**src/rtl/instr_ram_loader.sv**
```systemverilog
// ---------------------------------------------------------------------------
// instr_ram_loader
//
// Boot-time writer for the instruction RAM. A framed byte stream from the
// debug UART (MAGIC, LEN_LO, LEN_HI, 4*N payload bytes, CSUM) is assembled
// into little-endian 32-bit words that are written to consecutive RAM word
// addresses starting at 0. The CPU is held in reset (and the RAM port is
// owned by this block) until a frame completes with a matching checksum.
//
// Ports:
//   clk_i           system clock
//   resetn_i        asynchronous active-low reset
//   rx_valid_i      byte available from the UART receiver
//   rx_data_i       received byte
//   rx_ready_o      loader can take a byte (transfer on valid & ready)
//   ram_ce_o        RAM clock enable, high only during a word write
//   ram_wre_o       RAM write enable, high only during a word write
//   ram_ad_o        RAM word address
//   ram_din_o       RAM write data
//   cpu_hold_o      hold CPU in reset and give the RAM port to the loader
//   load_done_o     last frame loaded and checksum matched
//   load_err_o      last frame aborted (bad length, checksum or timeout)
//   words_loaded_o  words written in the current/last frame
// ---------------------------------------------------------------------------
module instr_ram_loader #(
    parameter int          ADDR_W  = 12,
    parameter int          DATA_W  = 32,
    parameter logic [7:0]  MAGIC   = 8'hA5,
    parameter int          TIMEOUT = 1000000
) (
    input  logic              clk_i,
    input  logic              resetn_i,
    input  logic              rx_valid_i,
    input  logic [7:0]        rx_data_i,
    output logic              rx_ready_o,
    output logic              ram_ce_o,
    output logic              ram_wre_o,
    output logic [ADDR_W-1:0] ram_ad_o,
    output logic [DATA_W-1:0] ram_din_o,
    output logic              cpu_hold_o,
    output logic              load_done_o,
    output logic              load_err_o,
    output logic [ADDR_W:0]   words_loaded_o
);

    localparam int TMO_W = $clog2(TIMEOUT + 1);

    typedef enum logic [2:0] {
        S_IDLE  = 3'd0,
        S_LEN0  = 3'd1,
        S_LEN1  = 3'd2,
        S_DATA  = 3'd3,
        S_WRITE = 3'd4,
        S_CSUM  = 3'd5,
        S_DONE  = 3'd6,
        S_ERR   = 3'd7
    } state_t;

    state_t              state_q, state_d;
    logic                rx_ready_q, rx_ready_d;
    logic                ram_ce_q, ram_ce_d;
    logic                ram_wre_q, ram_wre_d;
    logic [ADDR_W-1:0]   ram_ad_q, ram_ad_d;
    logic [DATA_W-1:0]   ram_din_q, ram_din_d;
    logic                cpu_hold_q, cpu_hold_d;
    logic                load_done_q, load_done_d;
    logic                load_err_q, load_err_d;
    logic [ADDR_W:0]     words_q, words_d;
    logic [7:0]          csum_q, csum_d;
    logic [TMO_W-1:0]    tmo_q, tmo_d;
    logic [15:0]         len_q, len_d;
    logic [1:0]          idx_q, idx_d;
    logic [DATA_W-1:0]   word_q, word_d;

    logic                accept_s;
    logic                tmo_hit_s;
    logic [15:0]         len_s;
    logic [DATA_W-1:0]   word_s;

    // Byte handshake and the idle-cycle limit inside a frame.
    always_comb begin
        accept_s  = rx_valid_i & rx_ready_q;
        tmo_hit_s = (tmo_q == TMO_W'(TIMEOUT - 1));
    end

    // Frame parser: next state and next values of every register.
    always_comb begin
        state_d     = state_q;
        rx_ready_d  = 1'b1;
        ram_ce_d    = 1'b0;
        ram_wre_d   = 1'b0;
        ram_ad_d    = ram_ad_q;
        ram_din_d   = ram_din_q;
        cpu_hold_d  = cpu_hold_q;
        load_done_d = load_done_q;
        load_err_d  = load_err_q;
        words_d     = words_q;
        csum_d      = csum_q;
        tmo_d       = '0;
        len_d       = len_q;
        idx_d       = idx_q;
        word_d      = word_q;
        len_s       = {rx_data_i, len_q[7:0]};
        word_s      = word_q;

        case (state_q)
            S_IDLE, S_DONE, S_ERR: begin
                // Only MAGIC starts a frame; anything else is dropped.
                if (accept_s && (rx_data_i == MAGIC)) begin
                    state_d     = S_LEN0;
                    cpu_hold_d  = 1'b1;
                    load_done_d = 1'b0;
                    load_err_d  = 1'b0;
                    words_d     = '0;
                    csum_d      = 8'd0;
                    ram_ad_d    = '0;
                    idx_d       = 2'd0;
                end else begin
                    state_d = state_q;
                end
            end

            S_LEN0: begin
                if (accept_s) begin
                    len_d   = {8'd0, rx_data_i};
                    state_d = S_LEN1;
                end else if (tmo_hit_s) begin
                    state_d    = S_ERR;
                    load_err_d = 1'b1;
                end else begin
                    tmo_d = tmo_q + TMO_W'(1);
                end
            end

            S_LEN1: begin
                if (accept_s) begin
                    len_d = len_s;
                    // A frame must hold at least one word and fit in the RAM.
                    if ((len_s == 16'd0) || (32'(len_s) > (32'd1 << ADDR_W))) begin
                        state_d    = S_ERR;
                        load_err_d = 1'b1;
                    end else begin
                        state_d = S_DATA;
                        idx_d   = 2'd0;
                    end
                end else if (tmo_hit_s) begin
                    state_d    = S_ERR;
                    load_err_d = 1'b1;
                end else begin
                    tmo_d = tmo_q + TMO_W'(1);
                end
            end

            S_DATA: begin
                if (accept_s) begin
                    word_s[{idx_q, 3'b000} +: 8] = rx_data_i;
                    word_d = word_s;
                    csum_d = csum_q + rx_data_i;
                    idx_d  = idx_q + 2'd1;
                    // Fourth byte: present the complete word to the RAM
                    // next cycle and pause the UART for that one cycle.
                    if (idx_q == 2'd3) begin
                        state_d    = S_WRITE;
                        ram_ce_d   = 1'b1;
                        ram_wre_d  = 1'b1;
                        ram_din_d  = word_s;
                        rx_ready_d = 1'b0;
                    end else begin
                        state_d = S_DATA;
                    end
                end else if (tmo_hit_s) begin
                    state_d    = S_ERR;
                    load_err_d = 1'b1;
                end else begin
                    tmo_d = tmo_q + TMO_W'(1);
                end
            end

            S_WRITE: begin
                words_d  = words_q + (ADDR_W + 1)'(1);
                // Wraps to 0 only after the 2^ADDR_W-th word.
                ram_ad_d = ram_ad_q + ADDR_W'(1);
                if ((32'(words_q) + 32'd1) == 32'(len_q)) begin
                    state_d = S_CSUM;
                end else begin
                    state_d = S_DATA;
                end
            end

            S_CSUM: begin
                if (accept_s) begin
                    if (rx_data_i == csum_q) begin
                        state_d     = S_DONE;
                        load_done_d = 1'b1;
                        cpu_hold_d  = 1'b0;
                    end else begin
                        state_d    = S_ERR;
                        load_err_d = 1'b1;
                    end
                end else if (tmo_hit_s) begin
                    state_d    = S_ERR;
                    load_err_d = 1'b1;
                end else begin
                    tmo_d = tmo_q + TMO_W'(1);
                end
            end

            default: begin
                state_d = S_IDLE;
            end
        endcase
    end

    // State and output registers.
    always_ff @(posedge clk_i or negedge resetn_i) begin
        if (!resetn_i) begin
            state_q     <= S_IDLE;
            rx_ready_q  <= 1'b1;
            ram_ce_q    <= 1'b0;
            ram_wre_q   <= 1'b0;
            ram_ad_q    <= '0;
            ram_din_q   <= '0;
            cpu_hold_q  <= 1'b1;
            load_done_q <= 1'b0;
            load_err_q  <= 1'b0;
            words_q     <= '0;
            csum_q      <= 8'd0;
            tmo_q       <= '0;
            len_q       <= 16'd0;
            idx_q       <= 2'd0;
            word_q      <= '0;
        end else begin
            state_q     <= state_d;
            rx_ready_q  <= rx_ready_d;
            ram_ce_q    <= ram_ce_d;
            ram_wre_q   <= ram_wre_d;
            ram_ad_q    <= ram_ad_d;
            ram_din_q   <= ram_din_d;
            cpu_hold_q  <= cpu_hold_d;
            load_done_q <= load_done_d;
            load_err_q  <= load_err_d;
            words_q     <= words_d;
            csum_q      <= csum_d;
            tmo_q       <= tmo_d;
            len_q       <= len_d;
            idx_q       <= idx_d;
            word_q      <= word_d;
        end
    end

    assign rx_ready_o     = rx_ready_q;
    assign ram_ce_o       = ram_ce_q;
    assign ram_wre_o      = ram_wre_q;
    assign ram_ad_o       = ram_ad_q;
    assign ram_din_o      = ram_din_q;
    assign cpu_hold_o     = cpu_hold_q;
    assign load_done_o    = load_done_q;
    assign load_err_o     = load_err_q;
    assign words_loaded_o = words_q;

endmodule

```
**config.mk**
```make
export PLATFORM = sky130hd
export DESIGN_NAME = instr_ram_loader
export DESIGN_NICKNAME = d
export VERILOG_FILES = /design/src/rtl/instr_ram_loader.sv
export SDC_FILE = /design/constraint.sdc
export NUM_CORES = 1
export LEC_CHECK = 0
export ABC_AREA = 1
export CAP_MARGIN = 20
export CORE_MARGIN = 8
export CORE_UTILIZATION = 58
export DETAILED_ROUTE_END_ITERATION = 10
export GPL_TIMING_DRIVEN = 0
export HOLD_SLACK_MARGIN = 0.08
export PLACE_DENSITY = 0.81
export SLEW_MARGIN = 15
export SYNTH_ARGS = -nofsm -noshare
export SYNTH_HDL_FRONTEND = slang
export SYNTH_SLANG_ARGS = --single-unit
```
**constraint.sdc**
```tcl
create_clock -name clk_i -period 2.4 [get_ports clk_i]
set_clock_uncertainty 0.15 [all_clocks]
set_input_delay 0.24 -clock clk_i [delete_from_list [all_inputs] [get_ports clk_i]]
set_output_delay 0.24 -clock clk_i [all_outputs]
set_load 0.03 [all_outputs]
```
==> out/results.txt, run 1 <==
The most used flip-flop cell after synthesis was sky130_fd_sc_hd__dfrtp_1. For the headroom to the max-slew limit, the log shows 58.7%. The most critical setup path has its endpoint at word_q[15]. First-pass iteration count of the detailed router: 6.

The tools report the worst vdd rail ir drop as 0.681 mV. The worst path uses 92.4% of the clock period. After the flow finishes, the layout carries non-filler instances totaling 1,232. Entering global routing, the biggest net connects 102 pins.

The TritonCTS sink count was 143. Relative to the synthesized area, the layout overhead comes to 21.8%. The core area is 0.0126 mm². The number of global-route vias before repair is 6,635. The tools report the worst reg2reg path endpoint as word_q[15]. The run gives 0 as the initial antenna violation count. For the power consumption, the log shows 10.7 mW. Synthesis produced a netlist whose cell count is 954.

TritonCTS built the clock tree. Type of the worst setup path: register to register. For this run, design rule violations remaining after detail routing come to 0. Post-route setup TNS: 0 ns. The proportion of synthesized chip area in sequential cells was 48.1%.

For the worst setup path, the data arrival time is 2.41 ns. Port buffering added 73 buffers. Average routed wire per standard cell: 15.1 µm. After detailed routing, the total wire length is 18,600 µm. In the layout the commonest cells are 291 x sky130_fd_sc_hd__nand2_1, 140 x sky130_fd_sc_hd__dfrtp_1, 114 x sky130_fd_sc_hd__inv_1. The detailed router finished its first iteration with 504 violations.

The die span in y is 129 µm. Final critical-path required period: 2.22 ns. The count of flip-flops with a built-in enable after synthesis was 0; the required time reported for the critical path endpoint was 2.60 ns. The run gives 0 as the number of warnings reported in the yosys synthesis log. In the synthesized netlist the async set-or-reset flop fraction comes to 100%. The count of final hold-check violations is 0. For the count of final setup violators, the log shows 0. The min-delay analysis places its worst path in the category input pin to asynchronous set/reset pin. The tools report the first-pass GRT wire length as 31,000 µm. For the overall die area, the log shows 0.0167 mm². Setup repair after global routing left no endpoint under its margin. After detailed routing, the number of vias per cell comes to 5.50. The worst setup path is launched from a register. The tools report the launch point of the critical path as idx_q[0]. Summing over every cut layer, the via total after detailed routing is 6,777. The clock transition time at the flip-flop clock pins of the worst setup and hold paths is 0.06 ns, and the power per unit of standard cell area is 1180 mW/mm². Startpoint of the lowest-slack register-to-register path: idx_q[0]. The count of fill cells added during filler insertion is 996. The tools report the routability congestion estimate as 0.901.

The HPWL after detailed placement is 13,200 µm. The final max-slew violation count was 0; the synthesized area per cell was 7.81 µm². The run gives 59.3% as the effective utilization at floorplan. Of all nets on the critical path, the largest fanout is 10. Leaving out fill and tap cells, the most frequent cell in the layout is sky130_fd_sc_hd__nand2_1. Clock tree root driver cell: sky130_fd_sc_hd__clkbuf_16. The maximum operating frequency is 451 MHz. The total global-route track usage is 23.1%. The transition time at the pin with the least slew margin came out at 0.613 ns.

Endpoint type of the worst setup path: a register. In this run the deepest clock path goes through 2 buffers. In this run the cell area of the synthesized design comes to 0.00745 mm². At the end of the flow, the number of nets in the layout was 1,076. Max-cap violations in this run came to 0. CTS built an H-tree with a depth of 4.

The synthesized net count is 982, and the register-to-register setup slack is 0.18 ns. 0 antenna diodes ended up in the layout. Measured in cells, the most critical reg-to-reg path has a length of 10.

The total overflow left after global routing is 0. The run finished with clean final reports. The clock reaches the later pin of the worst-skew pair after 0.43 ns. 74 I/O pins were placed.

In this run the static leakage power is 4.29 nW. The count of unique library cells instantiated by Yosys was 42; the post-detailed-route count of antenna-violating nets was 0. Of the cells placed in the final design, the portion with a size suffix greater than 1 is 8.30%.

The synthesized design contains 143 register bits. The die is 129 µm wide. The CTS buffer count was 17. Row generation in the floorplan step produced 41 rows.

The tools report the number of cells after detailed placement as 1,200.
registers in the layout (all words and copies together), names as in the netlist:
register and flops:
csum_q 8, idx_q 2, ram_din_o 32, ram_ad_o 12, word_q 32, load_done_o 1
rx_ready_o 1, cpu_hold_o 1, tmo_q 20, ram_wre_o 1, words_loaded_o 13, state_q 3
len_q 16, load_err_o 1
how the worst min path moves through the flow:
stage,cells after the start,to,startpoint,slack (ns)
6_report,2,csum_q[5],resetn_i,0.13
5_1_grt,2,csum_q[5],resetn_i,0.16
4_1_cts,2,csum_q[5],resetn_i,0.14
3_5_place_dp,1,csum_q[5],resetn_i,0.0004
3_3_place_gp,1,tmo_q[0],tmo_q[0],0.30
2_1_floorplan,0,csum_q[0],resetn_i,-0.21
stage by stage:
| step | setup slack (ns) | hold WS, ns | cell area [µm²] | utilization [%] |
|---|---|---|---|---|
| 2_1_floorplan | 0.341 | -0.206 | 7450 | - |
| 3_3_place_gp | -4.76 | 0.303 | 8400 | 66.8 |
| 3_5_place_dp | -0.217 | 0.000424 | 8430 | 67.1 |
| 4_1_cts | 0.00460 | 0.142 | 9060 | 72.1 |
| 5_1_grt | 0.000346 | 0.155 | 9080 | 72.2 |
| 6_report | 0.181 | 0.131 | 9080 | 72.2 |
where the power goes:
part / leakage (nW) / switching, mW / internal [mW]
registers: 1.88 / 0.508 / 3.13
clock network: 0.286 / 1.05 / 1.69
logic: 2.13 / 2.80 / 1.56
critical path, stage by stage, from the launching register on:
cell                       delay (ns)
sky130_fd_sc_hd__dfrtp_2         0.42
sky130_fd_sc_hd__clkbuf_4        0.21
sky130_fd_sc_hd__inv_1           0.11
sky130_fd_sc_hd__ha_1            0.20
sky130_fd_sc_hd__clkbuf_1        0.16
sky130_fd_sc_hd__buf_2           0.22
sky130_fd_sc_hd__nor2_2          0.19
sky130_fd_sc_hd__nand2_1         0.11
sky130_fd_sc_hd__o22ai_1         0.20
sky130_fd_sc_hd__nand2_1         0.08
sky130_fd_sc_hd__o21ai_0         0.08
what timing repair did:
item                                    in CTS  in global routing
endpoints found under the setup margin      16                 30
gates resized for setup                      3                 11
pin swaps                                    0                  0
setup buffers                                0                  0
hold endpoints to repair                   141                  0
hold buffers                                 1                  0
Yosys cell counts (all sizes together), types with 3 or more instances:
master	instances	area, µm²
ha	16	200
inv	122	458
dfrtp	141	3530
mux2i	3	30.0
clkbuf	8	30.0
xor2	7	61.3
o22ai	39	244
a31oi	4	25.0
o21ai	74	374
nand2	295	1120
nor2	77	334
nor4	5	31.3
nor3	11	65.1
nor3b	5	37.5
a211oi	3	22.5
a21oi	22	114
buf	22	141
nand3	64	320
nand4	22	138
layer usage:
layer,global-route usage (%),vias up,part of all wire (%)
met2,38.6,243,48
met3,5.30,50,5.6
met5,0,-,0
li1,-,3294,-
met1,28.6,3190,44
met4,9.12,0,2.4
area by class of cell:
cell class	instances	area (µm²)	area share [%]
plain buffers	30	178	1.96
clock buffers	20	457	5.03
clock inverters	11	155	1.71
inverters	123	463	5.10
multi-input cells	658	3250	35.8
flip-flops and latches	143	3580	39.5
well taps	172	215	2.37
repair buffers	75	773	8.52
cells by family after synthesis:
| group | share of synthesized area [%] |
|---|---|
| AO/OA/AOI/OAI | 11.1 |
| XOR/XNOR | 1.26 |
| adder cells (fa/ha/maj) | 2.96 |
| buffers and inverters | 8.52 |
| flip-flops | 48.1 |
| multiplexers | 0.403 |
| AND/OR/NAND/NOR | 27.7 |
(Power assumes the default switching activity.)
==> run 2, diff against run 1 <==
- RECOVER_POWER: unset -> 100
==> run 2 against run 1 <==
Cell count did not move. First-iteration DRC count up 6.0%. Global-route usage unchanged. Fmax down 2.0%. Clock power barely moved. Worst hold slack better by 0.18 ns. Sequential share of layout area grew 0.18 points.
==> out/results.txt, run 2 (synthesis results as in run 1) <==
The routability congestion estimate is 0.901 (unchanged). The tools report the worst reg2reg path endpoint as word_q[26]. Average routed wire per standard cell: 15.1 µm (+0.13%). The number of H-tree levels was 4 (unchanged); the headroom to the max-slew limit was 26.3% (-32 points).

In the layout the commonest cells are 292 x sky130_fd_sc_hd__nand2_1, 140 x sky130_fd_sc_hd__dfrtp_1, 117 x sky130_fd_sc_hd__inv_1. The number of stages on the worst hold path works out to 1. The initial antenna violation count is 0 (unchanged), and the total global-route track usage is 23.1% (unchanged).

The largest stage delay on the critical path was 0.44 ns (+0.02 ns). The tools report the startpoint of the lowest-slack register-to-register path as state_q[1]. Compared with the post-synthesis result, the final layout area differs by 21.3%. The most frequent standard cell in the layout excluding fill and tap cells was sky130_fd_sc_hd__nand2_1.

The power spent charging and discharging nets was 4.32 mW (-0.95%). The run gives 0.0167 mm² (unchanged) as the overall die area. The remaining routing DRC violations was 0 (unchanged). The met3 track utilization from global routing is 5.30% (unchanged), and the part of the cycle the worst path needs is 94.4% (+1.9 points). The tools report the global routing usage on met1 as 28.6% (unchanged).

The core area was 0.0126 mm² (unchanged); the total grt overflow was 0 (unchanged). Number of port buffers: 73 (unchanged). The run gives 0.14 ns (-0.05 ns) as the register-to-register setup slack.

For the static leakage, the log shows 4.43 nW (+3.3%). The initial detailed-routing violation count was 534 (+6.0%); the first-pass GRT wire length was 31,000 µm (unchanged). The maximum operating frequency is 442 MHz (-2.0%).

The tools report the startpoint type of the worst setup path as a register. Setup repair after global routing left no endpoint under its margin. The die span in x was 129 µm (unchanged); the largest fanout on the critical path was 10 (unchanged). The met2 usage came out at 38.6% (unchanged). The power per unit of standard cell area was 1170 mW/mm² (-1.1%). The class of the most critical hold timing path was register to register. The worst hold margin is 0.316 ns (+0.185 ns).

Type of the worst setup path: register to register. The start point of the worst min-delay path was tmo_q[0]. The clock tree buffer depth came out at 2 (unchanged).

TritonCTS built the clock tree. The fraction of layout instances using a drive strength above 1 came out at 7.36% (-0.94 points). Endpoint type of the worst setup path: a register. The largest individual stage delay along the critical path comes from the cell sky130_fd_sc_hd__dfrtp_1.

The routed via count divided by cell count works out to 5.49 (-0.18%). The number of diodes added for antenna fixing was 0 (unchanged). The run gives 0 (unchanged) as the total of max-cap violations. The logs give 25.9% (+0.4 points) for the part of the power in the clock network and 10.6 mW (-1.5%) for the power consumption. The count of buffering cells on the critical path with inverters included is 3 (-1), and the transition time at the pin with the least slew margin is 1.10 ns (+0.492 ns). After global routing, the most crowded layer is met2. The endpoint of the worst hold-timing path is tmo_q[0].

The count of final hold-check violations was 0 (unchanged). The effective utilization at floorplan is 59.3% (unchanged). The worst vdd rail ir drop came out at 0.667 mV (-2.0%). The flow ran to the end, and the final reports show no timing, DRC or antenna violations. The largest net degree at the start of global routing came out at 102 (unchanged).

The part of the total power dissipated in combinational logic is 39.9% (-0.8 points). The tree is rooted in a sky130_fd_sc_hd__clkbuf_16. Broken down by cell family, the worst path's largest delay share belongs to simple AND/OR/NAND/NOR gates. The cell that appears most often on the critical path is sky130_fd_sc_hd__nand2_1.

The run gives 0 ns (unchanged) as the post-route setup TNS. Die span in y: 129 µm (unchanged). The run gives 2.59 ns (about the same) as the required time reported for the critical path endpoint. The number of global-route vias before repair was 6,635 (unchanged); the total wire length after detailed routing was 18,600 µm (+0.13%). For the buffers inserted during post-CTS setup optimization, the log shows 0 (unchanged).

The internal cell power is 6.26 mW (-1.9%). Walking the worst path, the cells encountered are inv_1 > nor2_1 > nand2_1 > nor2_4 > clkbuf_2 > buf_6 > nand2_1 > o21ai_1. The endpoint arrival time on the critical path was 2.46 ns (+0.05 ns); the worst-case setup slack after placement was -0.217 ns (unchanged).

The number of ports placed on the die boundary was 74 (unchanged). The total vias in the final route is 6,765 (-0.18%), and the CTS buffer count is 17 (unchanged). Worst reg-to-reg path cell count: 8 (-2). The clock latency on the worst-skew pair is 0.42 ns (about the same), and the count of final setup violators is 0 (unchanged). The tools report the first-pass iteration count of the detailed router as 5 (-1). The cell row count is 41 (unchanged), and the clock transition time at the flip-flop clock pins of the worst setup and hold paths is 0.06 ns (about the same). The final critical-path required period works out to 2.26 ns (+0.0460 ns).

For the post-detailed-route count of antenna-violating nets, the log shows 0 (unchanged). The final net count was 1,076 (unchanged). The tools report the HPWL reported at the end of detailed placement as 13,200 µm (unchanged). The sequential share of power was 34.2% (+0.4 points).

The TritonCTS sink count was 143 (unchanged); the setup slack of the critical path after layout was 0.135 ns (-0.0460 ns). The switching power as a share of total power is 40.8% (+0.24 points). For the final max-slew violation count, the log shows 0 (unchanged).
-- run 2: what timing repair did --
action | CTS | global route
hold buffers | 1 | 0
endpoints found under the setup margin | 16 | 30
pin swaps | 0 | 0
gates resized for setup | 3 | 11
hold endpoints to repair | 141 | 0
cloned | 0 | 0
-- run 2: per-stage QoR --
| stage | area [µm²] | util [%] | cells |
|---|---|---|---|
| global placement | 8400 | 66.8 | 1199 |
| finish | 9030 | 71.9 | 1232 |
| floorplan | 7450 | - | 954 |
| CTS | 9060 | 72.1 | 1232 |
| global route | 9030 | 71.9 | 1232 |
| detailed placement | 8430 | 67.1 | 1200 |
-- run 2: area by class of cell --
| cell class | count | area, µm² |
|---|---|---|
| flip-flops and latches | 143 | 3580 |
| fillers | 1005 | 3530 |
| multi-input cells | 658 | 3230 |
| repair buffers | 75 | 763 |
| inverters | 123 | 463 |
| clock buffers | 20 | 457 |
| well taps | 172 | 215 |
| plain buffers | 30 | 166 |
| clock inverters | 11 | 155 |
-- run 2: worst max-delay path by stage --
stage	slack, ns	start	cells past startpoint	end
global route	0.0003	idx_q[0]	8	word_q[7]
global placement	-4.76	resetn_i	1	ram_ad_o[3]
floorplan	0.34	idx_q[0]	10	word_q[14]
finish	0.14	state_q[1]	8	word_q[26]
CTS	0.005	idx_q[0]	10	word_q[14]
detailed placement	-0.22	rx_data_i[0]	13	csum_q[6]
-- run 2: per-layer routing --
metal	wire length [µm]	up-vias	share of wire, %
met5	0	-	0
met4	419	0	2.2
met3	1080	38	5.8
met2	8910	226	48
met1	8220	3202	44
li1	-	3299	-
-- run 2: power groups by stage --
| stage | Combinational (mW) | Sequential [mW] | Clock (mW) |
|---|---|---|---|
| final | 4.23 | 3.61 | 2.74 |
| after global routing | 4.71 | 3.70 | 2.85 |
| after CTS | 4.34 | 3.62 | 2.76 |
| after detailed placement | 4.28 | 3.65 | 0 |
| after global placement | 4.20 | 3.63 | 0 |
| after floorplan | 2.45 | 4.10 | 0 |
